## src/rtl/bus_arbiter_pkg.sv

```systemverilog
// Shared bus definitions for the four-master system bus arbiter:
// owner encodings, master count and active-low enable levels.
package bus_arbiter_pkg;

  localparam int BUS_MASTER_CH = 4;

  typedef enum logic [1:0] {
    BUS_OWNER_MASTER_0 = 2'h0,
    BUS_OWNER_MASTER_1 = 2'h1,
    BUS_OWNER_MASTER_2 = 2'h2,
    BUS_OWNER_MASTER_3 = 2'h3
  } bus_owner_e;

  localparam logic ENABLE_  = 1'b0;
  localparam logic DISABLE_ = 1'b1;

endpackage

```

## src/rtl/bus_master_mux.sv

```systemverilog
// Pure combinational select of the owning master's address, strobe,
// rw and write data onto the shared bus.
module bus_master_mux
  import bus_arbiter_pkg::*;
#(
  parameter int ADDR_W = 30,
  parameter int DATA_W = 32
) (
  input  bus_owner_e                        sel,
  input  logic [BUS_MASTER_CH*ADDR_W-1:0]   m_addr,
  input  logic [BUS_MASTER_CH-1:0]          m_as_,
  input  logic [BUS_MASTER_CH-1:0]          m_rw,
  input  logic [BUS_MASTER_CH*DATA_W-1:0]   m_wr_data,
  output logic [ADDR_W-1:0]                 bus_addr,
  output logic                              bus_as_,
  output logic                              bus_rw,
  output logic [DATA_W-1:0]                 bus_wr_data
);

  // Route the selected master's signals; non-owner strobes never reach the bus.
  always_comb begin
    bus_addr    = m_addr[int'(sel)*ADDR_W +: ADDR_W];
    bus_as_     = m_as_[sel];
    bus_rw      = m_rw[sel];
    bus_wr_data = m_wr_data[int'(sel)*DATA_W +: DATA_W];
  end

endmodule

```

## src/rtl/bus_arbiter.sv

```systemverilog
// Four-master bus arbiter with parked ownership.
// The owner holds the bus while its request is low; on release the next
// requester is chosen, otherwise the idle owner stays parked.
// Build option ARB_ROUND_ROBIN_EN: when defined, the search starts at
// owner+1 (no starvation); when undefined, fixed priority 0 > 1 > 2 > 3.
module bus_arbiter
  import bus_arbiter_pkg::*;
#(
  parameter int ADDR_W  = 30,
  parameter int DATA_W  = 32,
  parameter int OWNER_W = 2
) (
  input  logic                              clk,
  input  logic                              reset,
  input  logic [BUS_MASTER_CH-1:0]          m_req_,
  input  logic [BUS_MASTER_CH*ADDR_W-1:0]   m_addr,
  input  logic [BUS_MASTER_CH-1:0]          m_as_,
  input  logic [BUS_MASTER_CH-1:0]          m_rw,
  input  logic [BUS_MASTER_CH*DATA_W-1:0]   m_wr_data,
  output logic [BUS_MASTER_CH-1:0]          m_grnt_,
  output logic [ADDR_W-1:0]                 bus_addr,
  output logic                              bus_as_,
  output logic                              bus_rw,
  output logic [DATA_W-1:0]                 bus_wr_data,
  output logic [OWNER_W-1:0]                owner
);

  bus_owner_e                 owner_r;
  bus_owner_e                 owner_nxt_s;
  bus_owner_e                 base_s;
  logic [BUS_MASTER_CH-1:0]   req_act_s;
  logic [BUS_MASTER_CH-1:0]   rot_s;

  // Next-owner selection: requests rotated so bit 0 is the first candidate.
  always_comb begin
    req_act_s = ~m_req_;
`ifdef ARB_ROUND_ROBIN_EN
    base_s = bus_owner_e'(owner_r + 2'd1);
`else
    base_s = BUS_OWNER_MASTER_0;
`endif
    rot_s = 4'({req_act_s, req_act_s} >> base_s);
    owner_nxt_s = owner_r;
    if (m_req_[owner_r] == ENABLE_) begin
      owner_nxt_s = owner_r;
    end else if (rot_s[0]) begin
      owner_nxt_s = base_s;
    end else if (rot_s[1]) begin
      owner_nxt_s = bus_owner_e'(base_s + 2'd1);
    end else if (rot_s[2]) begin
      owner_nxt_s = bus_owner_e'(base_s + 2'd2);
    end else if (rot_s[3]) begin
      owner_nxt_s = bus_owner_e'(base_s + 2'd3);
    end else begin
      owner_nxt_s = owner_r;
    end
  end

  // Owner register, the only state; reset parks the bus on master 0.
  always_ff @(posedge clk or posedge reset) begin
    if (reset) begin
      owner_r <= BUS_OWNER_MASTER_0;
    end else begin
      owner_r <= owner_nxt_s;
    end
  end

  // One-cold grant decode so exactly one master is granted at all times.
  always_comb begin
    m_grnt_          = {BUS_MASTER_CH{DISABLE_}};
    m_grnt_[owner_r] = ENABLE_;
  end

  assign owner = owner_r;

  bus_master_mux #(
    .ADDR_W (ADDR_W),
    .DATA_W (DATA_W)
  ) u_bus_master_mux (
    .sel         (owner_r),
    .m_addr      (m_addr),
    .m_as_       (m_as_),
    .m_rw        (m_rw),
    .m_wr_data   (m_wr_data),
    .bus_addr    (bus_addr),
    .bus_as_     (bus_as_),
    .bus_rw      (bus_rw),
    .bus_wr_data (bus_wr_data)
  );

endmodule
```

## config.mk

```make
export PLATFORM = sky130hd
export DESIGN_NAME = bus_arbiter
export DESIGN_NICKNAME = d
export VERILOG_FILES = /design/src/rtl/bus_arbiter_pkg.sv /design/src/rtl/bus_master_mux.sv /design/src/rtl/bus_arbiter.sv
export SDC_FILE = /design/constraint.sdc
export NUM_CORES = 1
export LEC_CHECK = 0
export ABC_AREA = 1
export ABC_CLOCK_PERIOD_IN_PS = 1100
export BUFFER_PORTS_ARGS = -buffer_cell sky130_fd_sc_hd__buf_4
export CAP_MARGIN = 20
export CORE_AREA = 2 2 128 130
export DETAILED_ROUTE_END_ITERATION = 6
export DIE_AREA = 0 0 130 132
export GPL_TIMING_DRIVEN = 1
export SLEW_MARGIN = 20
export SYNTH_ARGS = -nofsm -noshare
export SYNTH_HDL_FRONTEND = slang
export SYNTH_SLANG_ARGS = --single-unit
```

## constraint.sdc

```tcl
create_clock -name clk -period 1.1 [get_ports clk]
set_input_delay 0.055 -clock clk [delete_from_list [all_inputs] [get_ports clk]]
set_output_delay 0.055 -clock clk [all_outputs]
set_load 0.05 [all_outputs]
```

== Word-level counts from Yosys, hierarchy flattened ==
Index checks and enable logic that the tools add are counted.
Storage, ports and cells
  bits in registers: 2
  bits in writable memories: 0
  bits in latches: 0
  ROM bits: 0
  memories: 0
  output and inout port bits: 70
  logic and storage cells: 23
Operators by class
  multipliers: 1
  order comparisons: 2
  reduce and logical (&&, ||, !) cells: 3
  mux-type cells: 12
  divide/modulo/power cells: 0
  bitwise gates (word level): 2
  shift operators: 2
  $add $sub $neg: 0
  equal/unequal tests: 0
Operators by type and width (number)
  $shiftx 128x8->32: 1
  $shiftx 120x32->30: 1
  $mux 2: 4
  $not 4->4: 2
  $bmux 1 s2: 3
  $mul 2x4->6 const B: 1
  $mux 1: 4
  $reduce_bool 4->1: 1
  $lt 2x3->1 const B: 1
  $demux 1 s2: 1
  $ge 2x1->1 const B: 1
  $reduce_and 2->1: 1
  $logic_and 1x1->1: 1

== Logic depth before layout (Yosys ltp) ==
Gate-level depths: netlist (run 1).
  depth in word-level cells: 5
  depth in mapped cells: 8

== Cells and area by module ==
A second synthesis (run 1) with hierarchy kept.
Second synthesis, totals
  cells, all modules: 777
  area total of the unflattened synthesis: 3190.6 um^2
By module, submodules not included
  bus_master_mux: cells an instance 747, sequential area each 0.0 um^2, area an instance 3020.4 um^2, times used 1
  bus_arbiter: cells an instance 30, sequential area each 50.0 um^2, area an instance 170.2 um^2, times used 1

== Worst setup path before layout (run 1) ==
No wires, ideal clock.
  path type: register to output
  start: reg owner_r[0], in the netlist owner[0]
  end: out bus_addr[10]
  required time: 1.045 ns
  buffers on the path: 1
  stages on the path, launching flop included: 6
  slack: -1.071 ns
  data arrival time: 2.116 ns
  cells stage by stage: dfrtp_1 -> nand2_1 -> inv_2 -> buf_2 -> nand2_1 -> nand3_1
On the way
  word-level cells in the longest chain between the ends: 2
RTL lines
  from (decl): RTL line bus_arbiter.sv:28  | bus_owner_e owner_r;
  from (signal assigned): RTL line bus_arbiter.sv:64  | owner_r <= owner_nxt_s;
  $mul 2x4->6: RTL line bus_master_mux.sv:22  | bus_addr = m_addr[int'(sel)*ADDR_W +: ADDR_W];
  $shiftx 120x32->30: RTL line bus_master_mux.sv:22
  to (decl): RTL line bus_arbiter.sv:21  | output logic [ADDR_W-1:0] bus_addr,
Every way passes these cells.

== Worst setup path in the final report (run 1) ==
  start: reg owner_r[0], in the netlist owner[0]
  end: out bus_wr_data[0]
On the way
  word-level cells in the longest chain between the ends: 1
RTL lines
  $shiftx 128x8->32: RTL line bus_master_mux.sv:25  | bus_wr_data = m_wr_data[int'(sel)*DATA_W +: DATA_W];
  to (decl): RTL line bus_arbiter.sv:24  | output logic [DATA_W-1:0] bus_wr_data,
Every way passes these cells.

==> results.cfg, run 1 <==
[floorplan]
pin_count = 332
die_w_um = 130
fp.dieArea_um2 = 17200
core-area_um2 = 15700
dieHeight_um = 132
initial_core_util_pct = 12.2
rows = 46

[logic_synthesis]
synth_cells = 317
async_flop_share_pct = 100
yosysTopAreaCellShare_pct = 32.0
yosys.cell_types.count = 14
synth_edf_count = 0
synth_nets = 579
synth-compound-area-share_pct = 38.2
ys_ff_latch = 2
yosys_warnings = 0
synth.avg_cell_area_um2 = 6.05
synthesis.area_um2 = 1920
yosysMostFrequentCell = nand2_1
yosys.area_share.simple_pct = 46.5
synthXorXnorAreaFrac_pct = 0
muxShareOfSynthArea_pct = 0
synthFlopType = dfrtp_1
synth_commonest_cells = nand2_1, nand3_1, a22oi_2
synth_fa_ha_area_share_pct = 0
synth.area.top_cells = a22oi_2, nand2_1, nand3_1
yosysSeqAreaShare_pct = 2.61
synth_top_family_by_area = simple AND/OR/NAND/NOR gates
synth.largest_area_cell = a22oi_2

[setup_path]
worstSetupPathType = register to output pin
r2r-end = owner[1]
crit_end = bus_wr_data[0]
critical_path.max_fanout = 21
reg2reg_slack_ns = -0.18
worstSetupEndpointType = output pin
cp.required_ns = 1.04
rr_worst_depth = 9
reg2reg_from = owner[0]
startpoint = owner[0]
start_kind = register
worstPathArrival_ns = 1.65

[detailed_routing]
drc_errors = 0
ant_nets = 0
wl_per_cell_um = 18.6
drt_iter0_markers = 121
firstDrtPassIters = 4
wl_um = 16700
vias = 3911
viasPerCell = 4.35

[clock_tree]
cts_inserted_buffers = 3
tritoncts = done
insertion_delay_ns = 0.22
cts_root_buffer = clkbuf_16
clkTransAtPathRegs_ns = 0.03
cts_sinks = 2
h-tree-depth = 1
cts_buffer_depth = 2

[hold_path]
whs_path_depth = 4
min_path_type = input port to register

[sta]
worst_slack_ns = -0.609
grt_setup_unrepaired = yes
setup_violations = 72
worst_hold_slack_ns = 0.166
period_share_pct = 155
fin_crit_ns = 1.71
worst_slew_pin_slew_ns = 0.292
slew_headroom_pct = 80.5
report.final.slew_viol_count = 0
final-hold-violation-count = 0
skew_ns = 0.00332
timing.fmax_ghz = 0.585

[outcome]
violations = setup timing
status = complete, but fails checks

[pwr]
p_sw_share_pct = 55.1
power.switching_mw = 12.2
vdd_drop_max_mv = 1.79
intPower_mw = 9.97
power_frac_comb_pct = 96.5
p_per_area_nw_per_um2 = 3270
power_mw = 22.2
clkPwrFrac_pct = 2.5
power.share.sequential_pct = 1.0
leakagePower_nw = 3.19

[finish]
fin_nets = 945
largest_reg_flops = 2
layout-drive-gt1-share_pct = 79.3
fin_util_pct = 43.3
multi_input_area_um2 = 2530
fill_cells = 1543
syn2layout_area_growth_pct = 254
seqCellArea_um2 = 57.6
fin_area_um2 = 6800

[grt]
grt_use_total_pct = 15.6
grt_max_degree = 36
gr-total-overflow = 0
grt_pass1_vias = 3880
grt_pass1_wl_um = 20700
antenna_found_initial = 2

[placed_design]
hpwl_um = 12000
place_area_um2 = 5660
place_congestion = 0.805
io_buffers = 331
pre_cts_slack_ns = -0.410

[flow_run]
max_cap_violations = 0
area by class of cell:
| type | count | area share (%) |
|---|---|---|
| Sequential cell | 2 | 0.847 |
| Tap cell | 216 | 3.98 |
| Antenna cell | 2 | 0.0736 |
| Timing Repair Buffer | 388 | 56.0 |
| Inverter | 9 | 0.718 |
| Clock buffer | 3 | 1.10 |
| Multi-Input combinational cell | 279 | 37.3 |
kinds of logic after synthesis:
family,count (synthesis)
and+or+nand+nor,214
DFF,2
AOI/OAI and AO/OA,65
buffers and inverters,36
layer usage:
metal	part of all wire (%)	vias up	global-route usage, %
li1	-	1859	-
met1	38	1829	17.6
met2	52	207	29.2
met3	8.6	16	4.42
met4	1.2	0	2.15
met5	0	-	0
placed cells by master, fill, tap and decap left out:
cell and n:
dlygate4sd3_1 1, buf_12 17, inv_4 1, a21boi_0 1
nor2_4 3, clkbuf_16 12, buf_8 30, buf_6 52
inv_1 3, buf_4 274, a22oi_1 7, nand2_4 1
inv_2 2, nand3_1 3, nand2_2 17, nand2_1 126
diode_2 2, buf_16 5, a22oi_2 57, inv_6 1
clkinvlp_4 2, nand3_4 64, dfrtp_4 2
worst max-delay path, cell delays in order, from the launching register on:
cell and delay [ns]:
dfrtp_4 0.53, inv_4 0.09, nor2_4 0.05, buf_12 0.17, buf_12 0.14, a22oi_2 0.20, nand3_4 0.08, buf_6 0.16
power by group through the flow:
stage	registers, mW	logic [mW]	clock network, mW
after detailed placement	0.233	16.5	0
after global placement	0.229	16.5	0
after global routing	0.239	22.3	0.568
after floorplan	0.331	11.8	0
final	0.230	21.4	0.549
after CTS	0.232	19.3	0.562
worst min path at each step:
stage	startpoint	to	slack (ns)
after floorplan	reset	owner[0]	-0.20
after global placement	reset	owner[1]	-0.08
after detailed placement	reset	owner[1]	-0.08
after CTS	m_req_[1]	owner[0]	0.16
after global routing	m_req_[1]	owner[0]	0.20
final	m_req_[1]	owner[0]	0.17
stage by stage:
step / cells / TNS [ns]
after floorplan: 317 / -19.75
after global placement: 864 / -22.39
after detailed placement: 864 / -23.08
after CTS: 877 / -37.27
after global routing: 897 / -40.69
final: 899 / -37.14
timing repair:
item	in CTS	in global routing
hold buffers	1	0
gates cloned	4	15
buffers inserted	7	6
gates resized for setup	111	40
endpoints found under the setup margin	72	72
pin swaps	10	12
endpoints found under the hold margin	2	0
No activity file was read; power rests on OpenSTA's default activity.
==> run 2, diff against run 1 <==
--- a/config.mk
+++ b/config.mk
@@ -6,7 +6,7 @@
 export NUM_CORES = 1
 export LEC_CHECK = 0
 export ABC_AREA = 1
-export ABC_CLOCK_PERIOD_IN_PS = 1100
+export ABC_CLOCK_PERIOD_IN_PS = 2100
 export BUFFER_PORTS_ARGS = -buffer_cell sky130_fd_sc_hd__buf_4
 export CAP_MARGIN = 20
 export CORE_AREA = 2 2 128 130
==> constraint.sdc (replaced) <==
create_clock -name clk -period 2.1 [get_ports clk]
set_input_delay 0.105 -clock clk [delete_from_list [all_inputs] [get_ports clk]]
set_output_delay 0.105 -clock clk [all_outputs]
set_load 0.05 [all_outputs]
==> results.cfg, run 2 (same netlist as run 1, synthesis figures left out) <==
[outcome]
status = finished, final reports clean

[setup_path]
cp.required_ns = 2.00
worstSetupPathType = register to output pin
worstPathArrival_ns = 1.79
start_kind = register
critical_path.max_fanout = 33
worstSetupEndpointType = output pin

[detailed_routing]
drc_errors = 0
wl_um = 12000
viasPerCell = 4.22
drt_iter0_markers = 130
vias = 3578
firstDrtPassIters = 7
wl_per_cell_um = 14.2
ant_nets = 0

[grt]
gr-total-overflow = 0
grt_max_degree = 66
grt_use_total_pct = 12.2
antenna_found_initial = 0
grt_pass1_wl_um = 16700
grt_pass1_vias = 3451

[clock_tree]
holdBufCountCts = 1
cts_inserted_buffers = 3
tritoncts = done
cts_buffer_depth = 2
cts_root_buffer = clkbuf_16
cts_resized = 0
h-tree-depth = 1
cts_sinks = 2
clkTransAtPathRegs_ns = 0.03
insertion_delay_ns = 0.22
post_cts_buffers = 0

[pwr]
leakagePower_nw = 2.32
power_mw = 7.66
p_per_area_nw_per_um2 = 1630
vdd_drop_max_mv = 0.779

[floorplan]
rows = 46
dieHeight_um = 132
fp.dieArea_um2 = 17200
core-area_um2 = 15700
initial_core_util_pct = 12.2
die_w_um = 130
pin_count = 332

[finish]
syn2layout_area_growth_pct = 145
fin_util_pct = 29.9
largest_reg_flops = 2
layout-drive-gt1-share_pct = 62.7
layout_common_cells = buf_4, nand2_1, nand3_1, a22oi_2, a22oi_1
fill_cells = 1783
diodes = 0
final_common_cell = buf_4
fin_nets = 896
fin_cells = 848

[sta]
worst_slack_ns = 0.206
final-hold-violation-count = 0
skew_ns = 0.000472
grt_setup_unrepaired = no
period_share_pct = 90.2
report.final.slew_viol_count = 0
timing.fmax_ghz = 0.528
slew_headroom_pct = 72.2
fin_crit_ns = 1.89
setup_violations = 0
fin_tns_setup_ns = 0
worst_slew_pin_slew_ns = 0.417

[flow_run]
max_cap_violations = 0

[hold_path]
min_path_type = input port to register

[placed_design]
place_congestion = 0.824
hpwl_um = 9950
place_inst = 844
pre_cts_slack_ns = 0.458
io_buffers = 331
## run 2: cell count changes in the layout (fill, tap and decap cells not counted), sizes merged
| cell | delta |
|---|---|
| clkbuf | -9 |
| clkinvlp | -2 |
| inv | +2 |
| buf | -40 |
| diode | -2 |
## run 2: area by class of cell
cell class	instances	area, µm²	area share (%)
timing repair buffer	339	2620	55.8
inverter	9	33.8	0.719
sequential	2	50.0	1.07
clock buffer	3	75.1	1.60
tap	216	270	5.75
multi-input combinational	279	1650	35.0
## run 2: report_power, final
part | total [mW] | internal [mW] | switching, mW
clock | 0.289 | 0.242 | 0.0466
combinational | 7.26 | 2.33 | 4.93
sequential | 0.111 | 0.0553 | 0.0556
total | 7.66 | 2.63 | 5.03
## run 2: stage by stage
step	instance area [µm²]	hold WS, ns
finish	4700	0.207
global route	4700	0.243
CTS	4700	0.209
detailed placement	4610	-0.0256
global placement	4610	-0.0332
floorplan	1920	-0.154
## run 2: path summary, 6_finish.rpt
path                           start            to  slack, ns  cells after the start
setup / recovery            owner[0]  bus_addr[29]       0.21                      6
hold / removal             m_req_[1]      owner[0]       0.21                      4
setup reg to reg            owner[0]      owner[1]       0.86                      8
hold reg to reg             owner[1]      owner[1]       0.68                      2
max in group asynchronous      reset      owner[1]       1.67                      3
min in group asynchronous      reset      owner[0]       0.31                      3
## run 2: worst max-delay path, stage by stage (launching register included)
cell	delay [ns]
dfrtp_1	0.58
inv_2	0.11
nor2_4	0.16
buf_12	0.25
a22oi_1	0.14
nand3_1	0.10
buf_4	0.20
## run 2: routing by layer
metal	global-route usage, %	up-vias	wire [µm]
met5	0	-	0
met4	2.09	0	125
met3	2.27	10	1250
met2	25.2	226	6290
met1	12.4	1598	4350
li1	-	1744	-
==> run 3, diff against run 2 <==
--- a/config.mk
+++ b/config.mk
@@ -6,14 +6,14 @@
 export NUM_CORES = 1
 export LEC_CHECK = 0
 export ABC_AREA = 1
-export ABC_CLOCK_PERIOD_IN_PS = 2100
+export ABC_CLOCK_PERIOD_IN_PS = 2300
 export BUFFER_PORTS_ARGS = -buffer_cell sky130_fd_sc_hd__buf_4
 export CAP_MARGIN = 20
 export CORE_AREA = 2 2 128 130
 export DETAILED_ROUTE_END_ITERATION = 6
 export DIE_AREA = 0 0 130 132
 export GPL_TIMING_DRIVEN = 1
-export SLEW_MARGIN = 20
+export SLEW_MARGIN = 15
 export SYNTH_ARGS = -nofsm -noshare
 export SYNTH_HDL_FRONTEND = slang
 export SYNTH_SLANG_ARGS = --single-unit
==> constraint.sdc (replaced) <==
create_clock -name clk -period 2.3 [get_ports clk]
set_input_delay 0.115 -clock clk [delete_from_list [all_inputs] [get_ports clk]]
set_output_delay 0.115 -clock clk [all_outputs]
set_load 0.05 [all_outputs]
==> results.cfg, run 3 (same netlist as run 1, synthesis figures left out) <==
[outcome]
status = finished, final reports clean

[detailed_routing]
vias = 3560
wl_per_cell_um = 14.0
wl_um = 11900
drc_errors = 0
viasPerCell = 4.20
drt_iter0_markers = 145
firstDrtPassIters = 4
ant_nets = 0

[clock_tree]
tritoncts = done
cts_buffer_depth = 2
cts_sinks = 2
cts_root_buffer = clkbuf_16
clkTransAtPathRegs_ns = 0.03
cts_inserted_buffers = 3
h-tree-depth = 1
insertion_delay_ns = 0.22
cts_resized = 0

[floorplan]
rows = 46
initial_core_util_pct = 12.2
core-area_um2 = 15700
die_w_um = 130
pin_count = 332
fp.dieArea_um2 = 17200
dieHeight_um = 132

[setup_path]
cp.buffers_inverters = 3
cp_slowest_stage_delay_ns = 0.51
critPathTopFamily = buffers and inverters
worstPathArrival_ns = 1.81
worstSetupEndpointType = output pin
worstSetupPathType = register to output pin
crit_chain = inv_1 -> nor2_4 -> buf_12 -> nand2_1 -> nand3_1 -> buf_4
start_kind = register
critical_path.max_fanout = 65
cp.required_ns = 2.18
slowest_stage = dfrtp_1

[sta]
period_share_pct = 83.6
report.final.slew_viol_count = 0
slew_headroom_pct = 75.3
worst_slew_pin_slew_ns = 0.370
fin_tns_setup_ns = 0
final-hold-violation-count = 0
grt_setup_unrepaired = no
setup_violations = 0
timing.fmax_ghz = 0.520
worst_slack_ns = 0.377
skew_ns = 0.000393
fin_crit_ns = 1.92

[finish]
layout-drive-gt1-share_pct = 62.5
layout_common_cells = buf_4, nand2_1, nand3_1, a22oi_2, a22oi_1
final_common_cell = buf_4
syn2layout_area_growth_pct = 144
fin_nets = 896
largest_reg_flops = 2
fin_area_um2 = 4680
diodes = 0

[grt]
grt_pass1_vias = 3635
grt_max_degree = 66
antenna_found_initial = 0
gr-total-overflow = 0
grt_pass1_wl_um = 17200
grt_use_total_pct = 12.3

[placed_design]
hpwl_um = 9780
place_congestion = 0.799
io_buffers = 331
pre_cts_slack_ns = 0.582
place_area_um2 = 4600

[pwr]
leakagePower_nw = 2.31
vdd_drop_max_mv = 0.825
p_per_area_nw_per_um2 = 1480

[hold_path]
min_path_type = input port to register

[flow_run]
max_cap_violations = 0
run 3: cell types whose count changed in the layout (fill, tap and decap cells not counted):
cell,before,now
buf_12,6,5
buf_4,332,333
nand2_1,143,144
nand2_2,1,0
run 3: per-layer routing:
layer  wire length [µm]  track usage (%)
met1               4260             12.3
met2               6300             25.9
met3               1220             2.19
met4                 78             1.67
met5                  0                0
run 3: area by class of cell:
cell class / instances / area [µm²]
fillers: 1744 / 11000
repair buffers: 339 / 2610
multi-input cells: 279 / 1640
well taps: 216 / 270
clock buffers: 3 / 75.1
flip-flops and latches: 2 / 50.0
inverters: 9 / 33.8
run 3: timing repair:
item	4_1_cts	5_1_grt
hold buffers	1	0
hold endpoints to repair	2	0
buffers inserted	0	0
endpoints found under the setup margin	0	0
run 3: per-stage QoR:
step	cells	hold slack (ns)	total power, mW	utilization [%]
finish	848	0.251	6.95	29.8
global route	848	0.282	7.30	29.8
CTS	848	0.257	7.00	29.8
detailed placement	844	-0.0176	6.73	29.3
global placement	844	-0.0192	6.72	29.3
floorplan	317	-0.144	4.77	-
run 3: final timing paths:
check / start / to / slack [ns] / cells after the start
setup / recovery: owner[1] / bus_as_ / 0.38 / 6
max in group asynchronous: reset / owner[0] / 1.84 / 3
hold reg to reg: owner[1] / owner[1] / 0.67 / 2
hold / removal: m_req_[1] / owner[0] / 0.25 / 4
setup reg to reg: owner[0] / owner[0] / 1.10 / 8
min in group asynchronous: reset / owner[1] / 0.35 / 3
run 3: worst reg2reg max path, cell delays in order, from the launching register on:
cell and delay, ns:
dfrtp_1 0.49, inv_2 0.15, nand2_1 0.06, nand2_1 0.05
nand2_1 0.04, nand2_1 0.11, nand2_1 0.08, nand2_1 0.06
nand2_1 0.05
run 3: power breakdown:
group          total, mW  internal (mW)  leakage (nW)  switching, mW
sequential        0.0963         0.0506        0.0257         0.0457
clock              0.262          0.221        0.0370         0.0409
combinational       6.59           2.12          2.25           4.48
total               6.95           2.39          2.31           4.56
